===== src/rtl/alu_addsub_pipe_if.sv =====
// rtl/alu_addsub_pipe_if.sv - operand/result handshake bundle for alu_addsub_pipe
//
// Purpose: groups the operand-side and result-side valid/ready channels of the
//          two-stage add/subtract unit.
// Signals:
//   in_valid/in_ready   operand beat handshake
//   in_a/in_b           operands (DATA_W)
//   in_sub              1 = A - B, 0 = A + B
//   in_tag              5-bit destination tag
//   out_valid/out_ready result beat handshake
//   out_sum             result (DATA_W)
//   out_cout/out_ovf    carry out of MSB / signed overflow
//   out_zero            out_sum == 0
//   out_tag             tag of this result
// Modports: master = operand producer and result consumer, slave = the unit.

interface alu_addsub_pipe_if #(
   parameter int DATA_W = 32
);
   logic              in_valid;
   logic              in_ready;
   logic [DATA_W-1:0] in_a;
   logic [DATA_W-1:0] in_b;
   logic              in_sub;
   logic [4:0]        in_tag;
   logic              out_valid;
   logic              out_ready;
   logic [DATA_W-1:0] out_sum;
   logic              out_cout;
   logic              out_ovf;
   logic              out_zero;
   logic [4:0]        out_tag;

   modport master (
      output in_valid, in_a, in_b, in_sub, in_tag, out_ready,
      input  in_ready, out_valid, out_sum, out_cout, out_ovf, out_zero, out_tag
   );

   modport slave (
      input  in_valid, in_a, in_b, in_sub, in_tag, out_ready,
      output in_ready, out_valid, out_sum, out_cout, out_ovf, out_zero, out_tag
   );
endinterface


===== src/rtl/alu_addsub_pipe.sv =====
// rtl/alu_addsub_pipe.sv - two-stage pipelined add/subtract unit with group lookahead
//
// Purpose: 32-bit add/subtract split at the half boundary. Stage 1 adds the
//          low half and registers the mid carry plus the upper operands;
//          stage 2 adds the upper half and registers sum and flags.
// Ports:
//   clock    rising-edge clock
//   reset_n  synchronous, active-low reset
//   bus      alu_addsub_pipe_if.slave (operand and result handshakes)
// Parameters:
//   DATA_W   operand/result width, multiple of 2*GROUP_W
//   GROUP_W  lookahead group width
// Optional feature macro: ALU_ADDSUB_SAT_EN
//   defined   -> signed overflow saturates out_sum to the extreme of a's sign
//   undefined -> out_sum is always the wrapped result

module alu_addsub_pipe #(
   parameter int DATA_W  = 32,
   parameter int GROUP_W = 8
) (
   input logic             clock,
   input logic             reset_n,
   alu_addsub_pipe_if.slave bus
);

   localparam int HALF_W = DATA_W / 2;
   localparam int NGRP   = HALF_W / GROUP_W;

   // Half-width adder: per-bit G/P, per-group G/P, two-level lookahead for
   // the carry into every group, ripple only inside a group.
   // Returns {carry_out, sum}.
   function automatic logic [HALF_W:0] half_add(
      input logic [HALF_W-1:0] a,
      input logic [HALF_W-1:0] b,
      input logic              cin
   );
      logic [HALF_W-1:0] g;
      logic [HALF_W-1:0] p;
      logic [HALF_W-1:0] s;
      logic [NGRP-1:0]   gg;
      logic [NGRP-1:0]   gp;
      logic [NGRP:0]     gc;
      logic              term;
      logic              c;
      g = a & b;
      p = a ^ b;
      s = '0;
      for (int k = 0; k < NGRP; k++) begin
         gg[k] = 1'b0;
         gp[k] = 1'b1;
         for (int j = 0; j < GROUP_W; j++) begin
            gg[k] = g[k*GROUP_W+j] | (p[k*GROUP_W+j] & gg[k]);
            gp[k] = gp[k] & p[k*GROUP_W+j];
         end
      end
      // gc[k] = cin & P[0..k-1]  |  OR_j ( G[j] & P[j+1..k-1] )
      for (int k = 0; k <= NGRP; k++) begin
         gc[k] = cin;
         for (int m = 0; m < k; m++) begin
            gc[k] = gc[k] & gp[m];
         end
         for (int j = 0; j < k; j++) begin
            term = gg[j];
            for (int m = j + 1; m < k; m++) begin
               term = term & gp[m];
            end
            gc[k] = gc[k] | term;
         end
      end
      for (int k = 0; k < NGRP; k++) begin
         c = gc[k];
         for (int j = 0; j < GROUP_W; j++) begin
            s[k*GROUP_W+j] = p[k*GROUP_W+j] ^ c;
            c = g[k*GROUP_W+j] | (p[k*GROUP_W+j] & c);
         end
      end
      return {gc[NGRP], s};
   endfunction

   // Stage-1 state
   logic              s1_valid;
   logic [HALF_W-1:0] s1_sum_lo;
   logic              s1_c_mid;
   logic [HALF_W-1:0] s1_a_hi;
   logic [HALF_W-1:0] s1_b_hi;
   logic [4:0]        s1_tag;

   // Output registers
   logic              o_valid;
   logic [DATA_W-1:0] o_sum;
   logic              o_cout;
   logic              o_ovf;
   logic              o_zero;
   logic [4:0]        o_tag;

   logic adv1;
   logic adv2;

   assign adv2 = ~o_valid | bus.out_ready;
   assign adv1 = ~s1_valid | adv2;

   // Stage-1 combinational: operand prep and low-half add
   logic [DATA_W-1:0] b_eff;
   logic [HALF_W:0]   lo_res;

   assign b_eff  = bus.in_sub ? ~bus.in_b : bus.in_b;
   assign lo_res = half_add(bus.in_a[HALF_W-1:0], b_eff[HALF_W-1:0], bus.in_sub);

   // Stage-2 combinational: high-half add from registered operands and flags
   logic [HALF_W:0]   hi_res;
   logic [DATA_W-1:0] sum_wrap;
   logic              a_msb;
   logic              b_msb;
   logic              ovf;
   logic [DATA_W-1:0] sum_fin;

   assign hi_res   = half_add(s1_a_hi, s1_b_hi, s1_c_mid);
   assign sum_wrap = {hi_res[HALF_W-1:0], s1_sum_lo};
   assign a_msb    = s1_a_hi[HALF_W-1];
   assign b_msb    = s1_b_hi[HALF_W-1];
   assign ovf      = (a_msb == b_msb) && (sum_wrap[DATA_W-1] != a_msb);

`ifdef ALU_ADDSUB_SAT_EN
   // Saturate toward the sign of a: both operands share that sign on overflow.
   assign sum_fin = !ovf ? sum_wrap :
                    a_msb ? {1'b1, {(DATA_W-1){1'b0}}} : {1'b0, {(DATA_W-1){1'b1}}};
`else
   assign sum_fin = sum_wrap;
`endif

   always_ff @(posedge clock) begin
      if (!reset_n) begin
         s1_valid  <= 1'b0;
         s1_sum_lo <= '0;
         s1_c_mid  <= 1'b0;
         s1_a_hi   <= '0;
         s1_b_hi   <= '0;
         s1_tag    <= '0;
         o_valid   <= 1'b0;
         o_sum     <= '0;
         o_cout    <= 1'b0;
         o_ovf     <= 1'b0;
         o_zero    <= 1'b0;
         o_tag     <= '0;
      end else begin
         if (adv2) begin
            o_valid <= s1_valid;
            // Payload only moves with a real beat so a stalled/idle output holds.
            if (s1_valid) begin
               o_sum  <= sum_fin;
               o_cout <= hi_res[HALF_W];
               o_ovf  <= ovf;
               o_zero <= ~|sum_fin;
               o_tag  <= s1_tag;
            end
         end
         if (adv1) begin
            s1_valid <= bus.in_valid;
            if (bus.in_valid) begin
               s1_sum_lo <= lo_res[HALF_W-1:0];
               s1_c_mid  <= lo_res[HALF_W];
               s1_a_hi   <= bus.in_a[DATA_W-1:HALF_W];
               s1_b_hi   <= b_eff[DATA_W-1:HALF_W];
               s1_tag    <= bus.in_tag;
            end
         end
      end
   end

   assign bus.in_ready  = adv1;
   assign bus.out_valid = o_valid;
   assign bus.out_sum   = o_sum;
   assign bus.out_cout  = o_cout;
   assign bus.out_ovf   = o_ovf;
   assign bus.out_zero  = o_zero;
   assign bus.out_tag   = o_tag;

endmodule

===== src/flat_wrapper.sv =====
// flat-port wrapper written by rule: the top's interface ports become plain ports
module alu_addsub_pipe_flat 
#(
   parameter int DATA_W  = 32,
   parameter int GROUP_W = 8
)
  (clock, reset_n, bus_in_valid, bus_in_a, bus_in_b, bus_in_sub, bus_in_tag, bus_out_ready, bus_in_ready, bus_out_valid, bus_out_sum, bus_out_cout, bus_out_ovf, bus_out_zero, bus_out_tag);
  alu_addsub_pipe_if #(.DATA_W(DATA_W)) bus_i ();
  input logic clock;
  input logic reset_n;
  input wire logic [$bits(bus_i.in_valid)-1:0] bus_in_valid;
  input wire logic [$bits(bus_i.in_a)-1:0] bus_in_a;
  input wire logic [$bits(bus_i.in_b)-1:0] bus_in_b;
  input wire logic [$bits(bus_i.in_sub)-1:0] bus_in_sub;
  input wire logic [$bits(bus_i.in_tag)-1:0] bus_in_tag;
  input wire logic [$bits(bus_i.out_ready)-1:0] bus_out_ready;
  output wire logic [$bits(bus_i.in_ready)-1:0] bus_in_ready;
  output wire logic [$bits(bus_i.out_valid)-1:0] bus_out_valid;
  output wire logic [$bits(bus_i.out_sum)-1:0] bus_out_sum;
  output wire logic [$bits(bus_i.out_cout)-1:0] bus_out_cout;
  output wire logic [$bits(bus_i.out_ovf)-1:0] bus_out_ovf;
  output wire logic [$bits(bus_i.out_zero)-1:0] bus_out_zero;
  output wire logic [$bits(bus_i.out_tag)-1:0] bus_out_tag;
  assign bus_i.in_valid = bus_in_valid;
  assign bus_i.in_a = bus_in_a;
  assign bus_i.in_b = bus_in_b;
  assign bus_i.in_sub = bus_in_sub;
  assign bus_i.in_tag = bus_in_tag;
  assign bus_i.out_ready = bus_out_ready;
  assign bus_in_ready = bus_i.in_ready;
  assign bus_out_valid = bus_i.out_valid;
  assign bus_out_sum = bus_i.out_sum;
  assign bus_out_cout = bus_i.out_cout;
  assign bus_out_ovf = bus_i.out_ovf;
  assign bus_out_zero = bus_i.out_zero;
  assign bus_out_tag = bus_i.out_tag;
  alu_addsub_pipe #(.DATA_W(DATA_W), .GROUP_W(GROUP_W)) u_core (.clock(clock), .reset_n(reset_n), .bus(bus_i));
endmodule

===== config.mk =====
export PLATFORM = sky130hd
export DESIGN_NAME = alu_addsub_pipe_flat
export DESIGN_NICKNAME = d
export VERILOG_FILES = /design/src/rtl/alu_addsub_pipe_if.sv /design/src/rtl/alu_addsub_pipe.sv /design/src/flat_wrapper.sv
export SDC_FILE = /design/constraint.sdc
export NUM_CORES = 1
export LEC_CHECK = 0
export ABC_AREA = 1
export CORE_ASPECT_RATIO = 1.75
export CORE_UTILIZATION = 40
export DETAILED_ROUTE_END_ITERATION = 12
export GPL_TIMING_DRIVEN = 1
export PLACE_DENSITY = 0.77
export SLEW_MARGIN = 30
export SYNTH_ARGS = -nofsm -noshare
export SYNTH_HDL_FRONTEND = slang
export SYNTH_SLANG_ARGS = --single-unit
export TNS_END_PERCENT = 20

===== constraint.sdc =====
create_clock -name clock -period 4.7 [get_ports clock]
set_input_delay 0.47 -clock clock [delete_from_list [all_inputs] [get_ports clock]]
set_output_delay 0.47 -clock clock [all_outputs]
set_load 0.005 [all_outputs]

==> results.py <==
metrics = {
    "outcome": {
        "status": "complete, no violations",
    },
    "worst_hold_path": {
        "min-delay-start": "u_core.s1_sum_lo[5]$_SDFFE_PN0P_",
        "worst_hold_path_type": "reg -> reg",
    },
    "sta": {
        "worst_margin_pin_slew_ns": 0.745,
        "slew_headroom_pct": 50.3,
        "grt_setup_unrepaired": "yes",
        "timing.final.ws_setup_ns": 0.0539,
        "hold_viol_final": 0,
        "final.setup_skew_ns": 0.0110,
        "final_worst_path_period_need_ns": 4.65,
        "setup_viol": 0,
        "finalCritPeriodShare_pct": 98.9,
        "max_clock_freq_mhz": 215,
        "drv_slew": 0,
        "hold_ws_ns": 0.468,
    },
    "setup_path": {
        "start_kind": "input pin",
        "timing.setup.critical_path_class": "in -> reg",
        "path_common_cell": "nand2_1",
        "crit_required_ns": 4.97,
        "worst_ep_arrival_time_ns": 4.92,
        "crit_slowest_cell": "clkdlybuf4s50_1",
        "critical_path.endpoint_type": "flop",
        "critical_path.max_fanout": 2,
        "critical_path.startpoint": "bus_in_b[0]",
        "critical_path.reg2reg.startpoint": "u_core.s1_b_hi[2]$_SDFFE_PN0P_",
        "path_cells": "clkdlybuf4s50_1 > xor2_1 > ha_1 > nand2_1 > inv_1 > a21oi_1 > nand2_1 > nand2_1 > nand2_1 > nand2_1 > nand2_1 > nand2_1 > nand2_1 > inv_1 > fa_1 > fa_2 > fa_2 > fa_2 > fa_2 > fa_2 > fa_2 > xnor2_1 > o21ai_1 > a21oi_1",
        "cp_slowest_stage_delay_ns": 0.45,
    },
    "place": {
        "post-place-ws_ns": -0.527,
        "detailed_place_hpwl_mm": 9.49,
        "post_dp_cell_area_um2": 6640,
        "port-buffer-count": 115,
        "final_gp_congestion": 0.843,
    },
    "floorplanning": {
        "std_cell_rows": 54,
        "fp.dieArea_um2": 13100,
        "floorplan.die.height_um": 151,
        "effective_utilization_at_floorplan_pct": 40.7,
        "chipWidth_um": 87.1,
        "io-pin-count": 116,
        "core-area_um2": 12400,
    },
    "global_route": {
        "grtUsageTotal_pct": 20.3,
        "first_global_vias": 4404,
        "pin_count_of_the_biggest_net_entering_global_routing": 94,
        "grt_overflow": 0,
        "grt_pass1_wl_mm": 20.4,
        "antenna_violations_before_repair": 0,
    },
    "clocking": {
        "tritoncts": "built",
        "numClockSinks": 96,
        "htree_num_levels": 3,
        "clkTransAtPathRegs_ns": 0.07,
        "clock_insertion_delay_at_the_later_pin_of_the_skew_report_ns": 0.35,
        "ctsRootBufferMaster": "clkbuf_16",
        "clock_path_buffers": 2,
        "tritoncts.num_buffers": 9,
        "cts_hold_buf": 0,
    },
    "cells_and_area": {
        "design.final.nets": 874,
        "fraction_of_layout_cells_with_a_size_suffix_above_1_pct": 11.1,
        "layout.filler_cells": 1145,
        "final_core_util_pct": 56.5,
        "final_area_um2": 7020,
        "num_antenna_cells": 0,
        "area_delta_synth_final_pct": 38.6,
    },
    "power_and_ir_drop": {
        "cellLeakagePower_nw": 3.06,
        "vdd_drop_max_v": 0.000147,
        "power_density_nw_per_um2": 324,
    },
    "job": {
        "drv_cap": 0,
    },
    "route": {
        "routed_via_density": 4.84,
        "vias_post_dr": 4425,
        "ant_nets": 0,
        "route.detailed.drc": 0,
        "number_of_iterations_in_the_first_detailed_routing_pass": 4,
        "routed_wirelength_mm": 12.8,
        "route.detailed.wl_per_inst_um": 14.0,
        "drtIter0Drc": 212,
    },
    "synthesis": {
        "ys_seq_area_share_pct": 38.0,
        "synth-warning-count": 0,
        "post_synth_num_cell_types": 29,
        "postSynthRegisterBits": 96,
        "synth.avg_cell_area_um2": 8.25,
        "synth_fp_nets": 747,
        "netlist_instances": 614,
        "synthesis.area_um2": 5060,
    },
}
[kinds of logic after synthesis]
logic type	synth area share [%]
buf+inv	7.68
flops	38.0
fa+ha+maj	18.6
simple gates	13.3
compound gates	16.0
xor+xnor	6.23
mux	0.198
[worst max-delay path: cells and delay by family]
family                   cells  cell delay (ns)
AO/OA/AOI/OAI                3             0.28
adder cells (fa/ha/maj)      8             2.82
XOR/XNOR                     2             0.30
buffers and inverters        3             0.56
AND/OR/NAND/NOR              8             0.47
[state kept, by name, summed over array words and instances, names as in the netlist]
signal,flops
u_core.bus.out_sum,32
u_core.s1_a_hi,16
u_core.s1_b_hi,16
u_core.s1_sum_lo,16
u_core.bus.out_tag,5
u_core.s1_tag,5
u_core.bus.out_cout,1
u_core.bus.out_ovf,1
u_core.bus.out_valid,1
u_core.bus.out_zero,1
u_core.s1_c_mid,1
u_core.s1_valid,1
[what timing repair did]
item,in CTS,in global routing
endpoints found under the setup margin,5,4
setup buffers,1,0
gates resized for setup,5,10
pin swaps,13,0
[layout by cell type (no fill, tap or decap), drive strengths merged, types with 31 or more instances in the layout]
cell type	n
dfxtp	96
nand2	52
buf	36
inv	69
o21ai	92
a21oi	63
nor2	89
ha	32
clkdlybuf4s50	109
xnor2	31
[worst paths after layout]
path | cells past startpoint | slack [ns] | end
min | 2 | 0.47 | u_core.bus.out_sum[5]$_SDFFE_PN0P_
max | 24 | 0.05 | u_core.s1_sum_lo[15]$_SDFFE_PN0P_
max reg2reg | 23 | 0.10 | u_core.bus.out_zero$_SDFFE_PN0P_
min reg2reg | 2 | 0.47 | u_core.bus.out_sum[5]$_SDFFE_PN0P_
[power by group]
part / switching (mW) / total [mW] / internal [mW]
Sequential: 0.0468 / 0.930 / 0.883
Combinational: 0.266 / 0.546 / 0.280
Clock: 0.324 / 0.795 / 0.472
[Yosys cell counts]
cell | n | share of area [%]
nand2_1 | 52 | 3.9
nand3_1 | 6 | 0.59
nand3_2 | 1 | 0.20
clkbuf_1 | 23 | 1.7
buf_4 | 1 | 0.15
buf_2 | 8 | 0.79
nand4_1 | 7 | 0.86
fa_1 | 27 | 11
mux2i_1 | 1 | 0.20
o211a_1 | 1 | 0.20
nor2_1 | 89 | 6.6
o21bai_1 | 1 | 0.15
xor2_1 | 5 | 0.86
o21ai_0 | 92 | 9.1
a31oi_1 | 1 | 0.12
dfxtp_1 | 96 | 38
nand3b_1 | 2 | 0.30
a21oi_1 | 62 | 6.1
inv_1 | 64 | 4.7
ha_1 | 32 | 7.9
or2_1 | 1 | 0.12
buf_1 | 1 | 0.074
a21oi_4 | 1 | 0.32
xnor2_1 | 31 | 5.4
or2_2 | 1 | 0.12
inv_2 | 3 | 0.22
nor3_1 | 2 | 0.20
nor4_1 | 2 | 0.25
nor4_2 | 1 | 0.25
[final cells by class]
class | instances | area (um2) | area share, %
sequential | 96 | 1930 | 27.4
timing repair buffer | 149 | 1400 | 20.0
clock inverter | 7 | 103 | 1.46
tap | 168 | 210 | 3.00
clock buffer | 9 | 225 | 3.21
inverter | 67 | 254 | 3.62
multi-input combinational | 418 | 2900 | 41.3
[per-layer routing]
layer  track usage (%)  part of all wire, %  up-vias
met1              21.4                   38     2073
met5                 0                    0        -
met4              6.92                  1.4        0
met2              39.2                   57       98
li1                  -                    -     2240
met3              3.76                  3.8       14
[stage by stage]
stage	power, mW	setup TNS, ns	std cells
3_5_place_dp	1.48	-1.75	897
6_report	2.27	0	914
5_1_grt	2.39	-0.454	914
4_1_cts	2.28	0	914
2_1_floorplan	1.24	-0.0309	614
3_3_place_gp	1.46	-1.39	897
No activity file was read; power rests on OpenSTA's default activity.
==> patch 1: new RTL, same flow settings <==
The option `ALU_ADDSUB_SAT_EN` is turned on by a define.
--- a/src/rtl/alu_addsub_pipe.sv
+++ b/src/rtl/alu_addsub_pipe.sv
@@ -13,6 +13,8 @@
 // Optional feature macro: ALU_ADDSUB_SAT_EN
 //   defined   -> signed overflow saturates out_sum to the extreme of a's sign
 //   undefined -> out_sum is always the wrapped result
+
+`define ALU_ADDSUB_SAT_EN
 
 module alu_addsub_pipe #(
    parameter int DATA_W  = 32,
Formal check against the unedited RTL: not equivalent (Yosys sat finds a counterexample within 4 cycles, from zero or initial values and one cycle with reset_n low).
==> patch 1 against the original RTL <==
- design area rose by 4.8%
- clock power fell by 4.5%
- power rose by 3.0%
- first-iteration DRC count fell by 5.2%
- final cell count rose by 3.0%
- sequential cell count did not move
- critical path type is now flop to flop
- largest cell class unchanged
- area after synthesis rose by 0.84%
- worst setup slack got worse by 0.25 ns
- the run now ends with negative setup slack left
- combinational power rose by 19%
- routed wire length rose by 5.2%
- synthesized cell count did not move
==> patch 1: results (changes against the original RTL) <==
[synth] top area cells in the synthesized netlist sky130_fd_sc_hd__dfxtp_1 (38%), sky130_fd_sc_hd__fa_1 (11%), sky130_fd_sc_hd__o21ai_0 (9.1%)
[cells_and_area] final non-filler cell total 941 [+3.0%]
[synth] fraction of the mapped netlist area in adder cells 18.43% [-0.15 points]
[drt] uppermost layer routed met4
[synth] sequential share of the synthesized area 37.64% [-0.32 points]
[synth] synth cell count leaders sky130_fd_sc_hd__dfxtp_1 (96), sky130_fd_sc_hd__o21ai_0 (93), sky130_fd_sc_hd__a21oi_1 (78), sky130_fd_sc_hd__nand2_1 (72), sky130_fd_sc_hd__nor2_1 (58)
[drt] met2 layer wire length in the routed design 7.283 mm [about the same]
[worst_setup_path] standard cell with the maximum stage delay on the critical path sky130_fd_sc_hd__fa_2
[grt] largest net degree at the start of global routing 54 [-43%]
[placement] number of placed instances with taps included 916 [+2.1%]
[worst_setup_path] Worst Path Arrival 5.12 ns [+0.20 ns]
[grt] wire length of the first global-routing pass 21.22 mm [+4.1%]
[grt] global routing usage on met2 38.09% [-1.1 points]
[run_status] run status finished, violations left
[placement] worst slack after detailed placement -0.5222 ns [+0.005070 ns]
[placement] gpl congestion 0.8893 [+5.5%]
[worst_setup_path] peak per-stage delay on the critical path 0.38 ns [-0.07 ns]
[drt] detailed-route wire length on metal 1 5.222 mm [+7.3%]
[pwr] leakage component of the power 3.169 nW [+3.6%]
[placement] Cell Area, Placed 6794 sq um [+2.3%]
[timing] Final Setup Violations 16 [+16]
[drt] First DRT Iteration DRCs 201 [-5.2%]
[pwr] peak supply drop 205.2 uV [+40%]
[synth] Compound-Gate Fraction of Synth Area 17.89% [+1.9 points]
[pwr] Logic pwr share 27.9% [+3.9 points]
[cells_and_area] fin nets 901 [+3.1%]
[grt] number of global-route vias before repair 4751 [+7.9%]
[run_status] failing checks negative setup slack
[timing] Setup Total Neg Slack -1.797 ns [-1.797 ns]
[synth] unique cell type count in the Yosys netlist 27 [-6.9%]
[synth] multiplexer share of the synthesized area 0.1960% [-0.0016 points]
[placement] detailed-placement wirelength estimate 9.628 mm [+1.4%]
[drt] total length of routed met3 wires 407 um [-17%]
[worst_setup_path] R2R depth 25 [+8.7%]
[cells_and_area] number of fill cells in the layout 1113 [-2.8%]
[grt] Global Route met3 Usage 2.871% [-0.89 points]
[timing] setup skew after layout 0.008319 ns [-0.002690 ns]
[drt] per-cell via count in the routed design 4.964 [+2.5%]
[timing] minimum setup slack in the final design -0.1994 ns [-0.2533 ns]
[timing] WHS 0.4795 ns [+0.01196 ns]
[pwr] clock network power 0.759 mW [-4.5%]
[timing] worst-case headroom to the max-slew limit 49.20% [-1.1 points]
[grt] met1 track demand over resource 22.76% [+1.3 points]
[pwr] portion of total power attributed to the clock network 32.5% [-2.5 points]
[grt] global-route usage over all layers 20.75% [+0.47 points]
-- patch 1: cell count changes in the layout (fill, tap and decap cells not counted), sizes merged, moves of 3 or more --
cell and delta:
a211oi +3, a21oi +15, buf +25, dlymetal6s2s +3, inv -10, nand2 +21, nor2 -31, nor3 +3
nor4 -3
-- patch 1: final cells by class --
| class | count | share of cell area, % |
|---|---|---|
| Clock buffer | 9 | 3.062 |
| Clock inverter | 7 | 1.174 |
| Inverter | 54 | 2.926 |
| Multi-Input combinational cell | 429 | 40.83 |
| Sequential cell | 96 | 26.20 |
| Tap cell | 168 | 2.858 |
| Timing Repair Buffer | 176 | 22.71 |
| Timing Repair inverter | 2 | 0.2382 |
-- patch 1: logic make-up after synthesis --
kind of cell | count (synthesis)
flops | 96
mux | 1
fa+ha+maj | 59
buf+inv | 89
xor+xnor | 36
compound gates | 179
simple gates | 154
-- patch 1: worst paths after layout --
path,start,end
min,u_core.bus.out_zero$_SDFFE_PN0P_,u_core.bus.out_zero$_SDFFE_PN0P_
max reg2reg,u_core.s1_a_hi[1]$_SDFFE_PN0P_,u_core.bus.out_zero$_SDFFE_PN0P_
max,u_core.s1_a_hi[1]$_SDFFE_PN0P_,u_core.bus.out_zero$_SDFFE_PN0P_
min reg2reg,u_core.bus.out_zero$_SDFFE_PN0P_,u_core.bus.out_zero$_SDFFE_PN0P_
-- patch 1: worst min-delay path: stages, from the launching register on --
cell and delay, ns:
sky130_fd_sc_hd__dfxtp_1 0.31, sky130_fd_sc_hd__nand2_1 0.07, sky130_fd_sc_hd__a21oi_1 0.06
-- patch 1: repair_timing --
item | CTS | global route
cloned | 1 | 3
pin swaps | 17 | 16
endpoints found under the setup margin | 35 | 34
setup buffers | 1 | 4
gates resized for setup | 20 | 22
==> patch 2: new RTL, same flow settings <==
Made on the original files. Reset style: asynchronous (`reset_n`), changed in one clocked block. Comments in the files are not updated.
--- a/src/rtl/alu_addsub_pipe.sv
+++ b/src/rtl/alu_addsub_pipe.sv
@@ -128,7 +128,7 @@
    assign sum_fin = sum_wrap;
 `endif
 
-   always_ff @(posedge clock) begin
+   always_ff @(posedge clock or negedge reset_n) begin
       if (!reset_n) begin
          s1_valid  <= 1'b0;
          s1_sum_lo <= '0;
Function: differs if reset_n is asserted again (counterexample within 4 cycles, from zero or initial values and one cycle with reset_n low); with reset_n held inactive, the same outputs for 4 cycles.
==> patch 2 against the original RTL <==
- the flow now finishes with violations (negative setup slack)
- maximum frequency down 1.6%
- area after synthesis up 5.0%
- final cell count decreased by 2.8%
- routed wire length up 1.8%
- worst hold slack worse by 0.35 ns
- sequential cell count is the same
- design area increased by 3.2%
- worst setup slack got worse by 0.078 ns
- critical path type is now flop to flop
- critical endpoint is now u_core.bus.out_zero$_DFFE_PN0P_
Power is not compared: it rests on default switching activity, and its combinational part moved more than twofold at a synthesized area within 25%.
==> patch 2: results (changes against the original RTL) <==
[drt] total length of routed met3 wires 414 um [-15%]
[cells_and_area] proportion of layout cells with a drive suffix above 1 10.32% [-0.81 points]
[synth] dominant register cell in the synthesized netlist sky130_fd_sc_hd__dfrtp_1
[placement] worst slack after detailed placement -0.5992 ns [-0.07191 ns]
[worst_setup_path] Worst Path Arrival 5.00 ns [+0.08 ns]
[timing] setup skew after layout 0.007485 ns [-0.003523 ns]
[worst_setup_path] capturing instance or port of the critical path u_core.bus.out_zero$_DFFE_PN0P_
[pwr] leakage component of the power 3.453 nW
[drt] met2 layer wire length in the routed design 7.545 mm [+3.7%]
[synth] sequential share of the synthesized area 45.20% [+7.2 points]
[run_status] failing checks negative setup slack
[drt] First DRT Iteration DRCs 146 [-31%]
[clocking] maximum level of the CTS H-tree 3 [unchanged]
[worst_hold_path] classification of the worst-slack hold path input pin to asynchronous set/reset pin
[timing] worst-case headroom to the max-slew limit 51.25% [+0.94 points]
[clocking] clock latency at the later pin of the worst-skew pair 0.34 ns
[timing] Final Setup Violations 1 [+1]
[synth] top area cells in the synthesized netlist sky130_fd_sc_hd__dfrtp_1 (45%), sky130_fd_sc_hd__nand2_1 (15%), sky130_fd_sc_hd__fa_1 (10%)
[drt] detailed-route wire length on metal 1 4.836 mm [-0.66%]
[timing] WHS 0.1187 ns [-0.3488 ns]
[synth] syn nets 715 [-4.3%]
[drt] Via Count 4283 [-3.2%]
[pwr] peak supply drop 170.0 uV
[cells_and_area] fin nets 845 [-3.3%]
[drt] routed wirelength normalized by instance count 14.69 um [+4.7%]
[worst_setup_path] R2R depth 24 [+4.3%]
[cells_and_area] final non-filler cell total 888 [-2.8%]
[synth] synthesis warning total 0 [unchanged]
[grt] number of global-route vias before repair 4625 [+5.0%]
[grt] largest net degree at the start of global routing 83 [-12%]
[placement] Cell Area, Placed 6884 sq um [+3.6%]
[placement] gpl congestion 0.7946 [-5.7%]
[worst_setup_path] worst-path fanout max 2 [unchanged]
[run_status] run status finished, violations left
[synth] syn_area_per_cell 9.132 sq um [+11%]
[worst_setup_path] worst setup slack for register-to-register paths -0.02 ns [-0.12 ns]
[timing] minimum setup slack in the final design -0.02399 ns [-0.07793 ns]
[cells_and_area] max reg flops 32 [unchanged]
[grt] global-route usage over all layers 20.40% [+0.12 points]
[synth] synth cell count leaders sky130_fd_sc_hd__nand2_1 (216), sky130_fd_sc_hd__dfrtp_1 (96), sky130_fd_sc_hd__inv_1 (50), sky130_fd_sc_hd__o21ai_0 (45)
[synth] FFs w/ async S/R, synth 100.0% [+100 points]
[timing] Setup Total Neg Slack -0.02399 ns [-0.02399 ns]
[worst_setup_path] Critical Path Source u_core.s1_a_hi[1]$_DFFE_PN0P_
[synth] unique cell type count in the Yosys netlist 28 [-3.4%]
[placement] number of placed instances with taps included 871 [-2.9%]
[grt] wire length of the first global-routing pass 21.25 mm [+4.2%]
[placement] detailed-placement wirelength estimate 9.910 mm [+4.4%]
[patch 2: cell types whose count changed after synthesis, sizes merged, moves of 3 or more]
cell / unedited run / this run
dfxtp: 96 / 0
buf: 10 / 16
dfrtp: 0 / 96
nand2: 52 / 218
inv: 67 / 54
clkbuf: 23 / 7
o21ai: 92 / 49
nor4: 3 / 6
nor2: 89 / 6
a21oi: 63 / 11
[patch 2: cells by family (layout without fill, tap and decap cells)]
group	count (synthesis)	in the layout	synth area share, %
fa+ha+maj	59	59	17.70
xor+xnor	38	38	6.262
mux	1	1	0.1883
buf+inv	78	213	5.979
compound gates	67	67	6.709
simple gates	243	243	17.96
flops	96	96	45.20
[patch 2: layout make-up]
cell class / instances / area (sq um)
fillers: 1192 / 5692
multi-input cells: 408 / 2746
flip-flops and latches: 96 / 2402
repair buffers: 142 / 1354
clock buffers: 11 / 242.7
well taps: 171 / 214.0
inverters: 55 / 206.4
clock inverters: 5 / 80.08
[patch 2: routing by layer]
layer  vias to the layer above  track usage, %
li1                       2084               -
met4                         0           7.559
met1                      2075           20.75
met5                         -               0
met3                        17           2.561
met2                       107           40.24
[patch 2: where the power goes]
part | switching (mW) | internal (mW) | total (mW)
combinational | 0.543 | 0.640 | 1.18
sequential | 0.172 | 1.06 | 1.23
clock | 0.302 | 0.480 | 0.782
total | 1.02 | 2.18 | 3.20
[patch 2: critical path, cell delays in order (launching register included)]
cell and delay (ns):
sky130_fd_sc_hd__dfrtp_1 0.39, sky130_fd_sc_hd__ha_1 0.32, sky130_fd_sc_hd__nand3_1 0.07, sky130_fd_sc_hd__nand3_1 0.06, sky130_fd_sc_hd__nand2_1 0.06, sky130_fd_sc_hd__nand2_1 0.06, sky130_fd_sc_hd__nand2_1 0.06, sky130_fd_sc_hd__nand2_1 0.05
sky130_fd_sc_hd__nand2_1 0.06, sky130_fd_sc_hd__nand2_1 0.05, sky130_fd_sc_hd__nand2_1 0.05, sky130_fd_sc_hd__nand2_1 0.06, sky130_fd_sc_hd__nand2_1 0.07, sky130_fd_sc_hd__nand2_2 0.07, sky130_fd_sc_hd__fa_2 0.36, sky130_fd_sc_hd__fa_2 0.37
sky130_fd_sc_hd__fa_2 0.36, sky130_fd_sc_hd__fa_2 0.35, sky130_fd_sc_hd__fa_2 0.35, sky130_fd_sc_hd__fa_2 0.35, sky130_fd_sc_hd__fa_2 0.47, sky130_fd_sc_hd__nor4_4 0.18, sky130_fd_sc_hd__nand4_1 0.16, sky130_fd_sc_hd__nor2_1 0.12
sky130_fd_sc_hd__a32o_1 0.15
[patch 2: what timing repair did]
item	in CTS	in global routing
pin swaps	11	3
gates resized for setup	8	3
buffers inserted	1	0
setup endpoints to repair	6	4
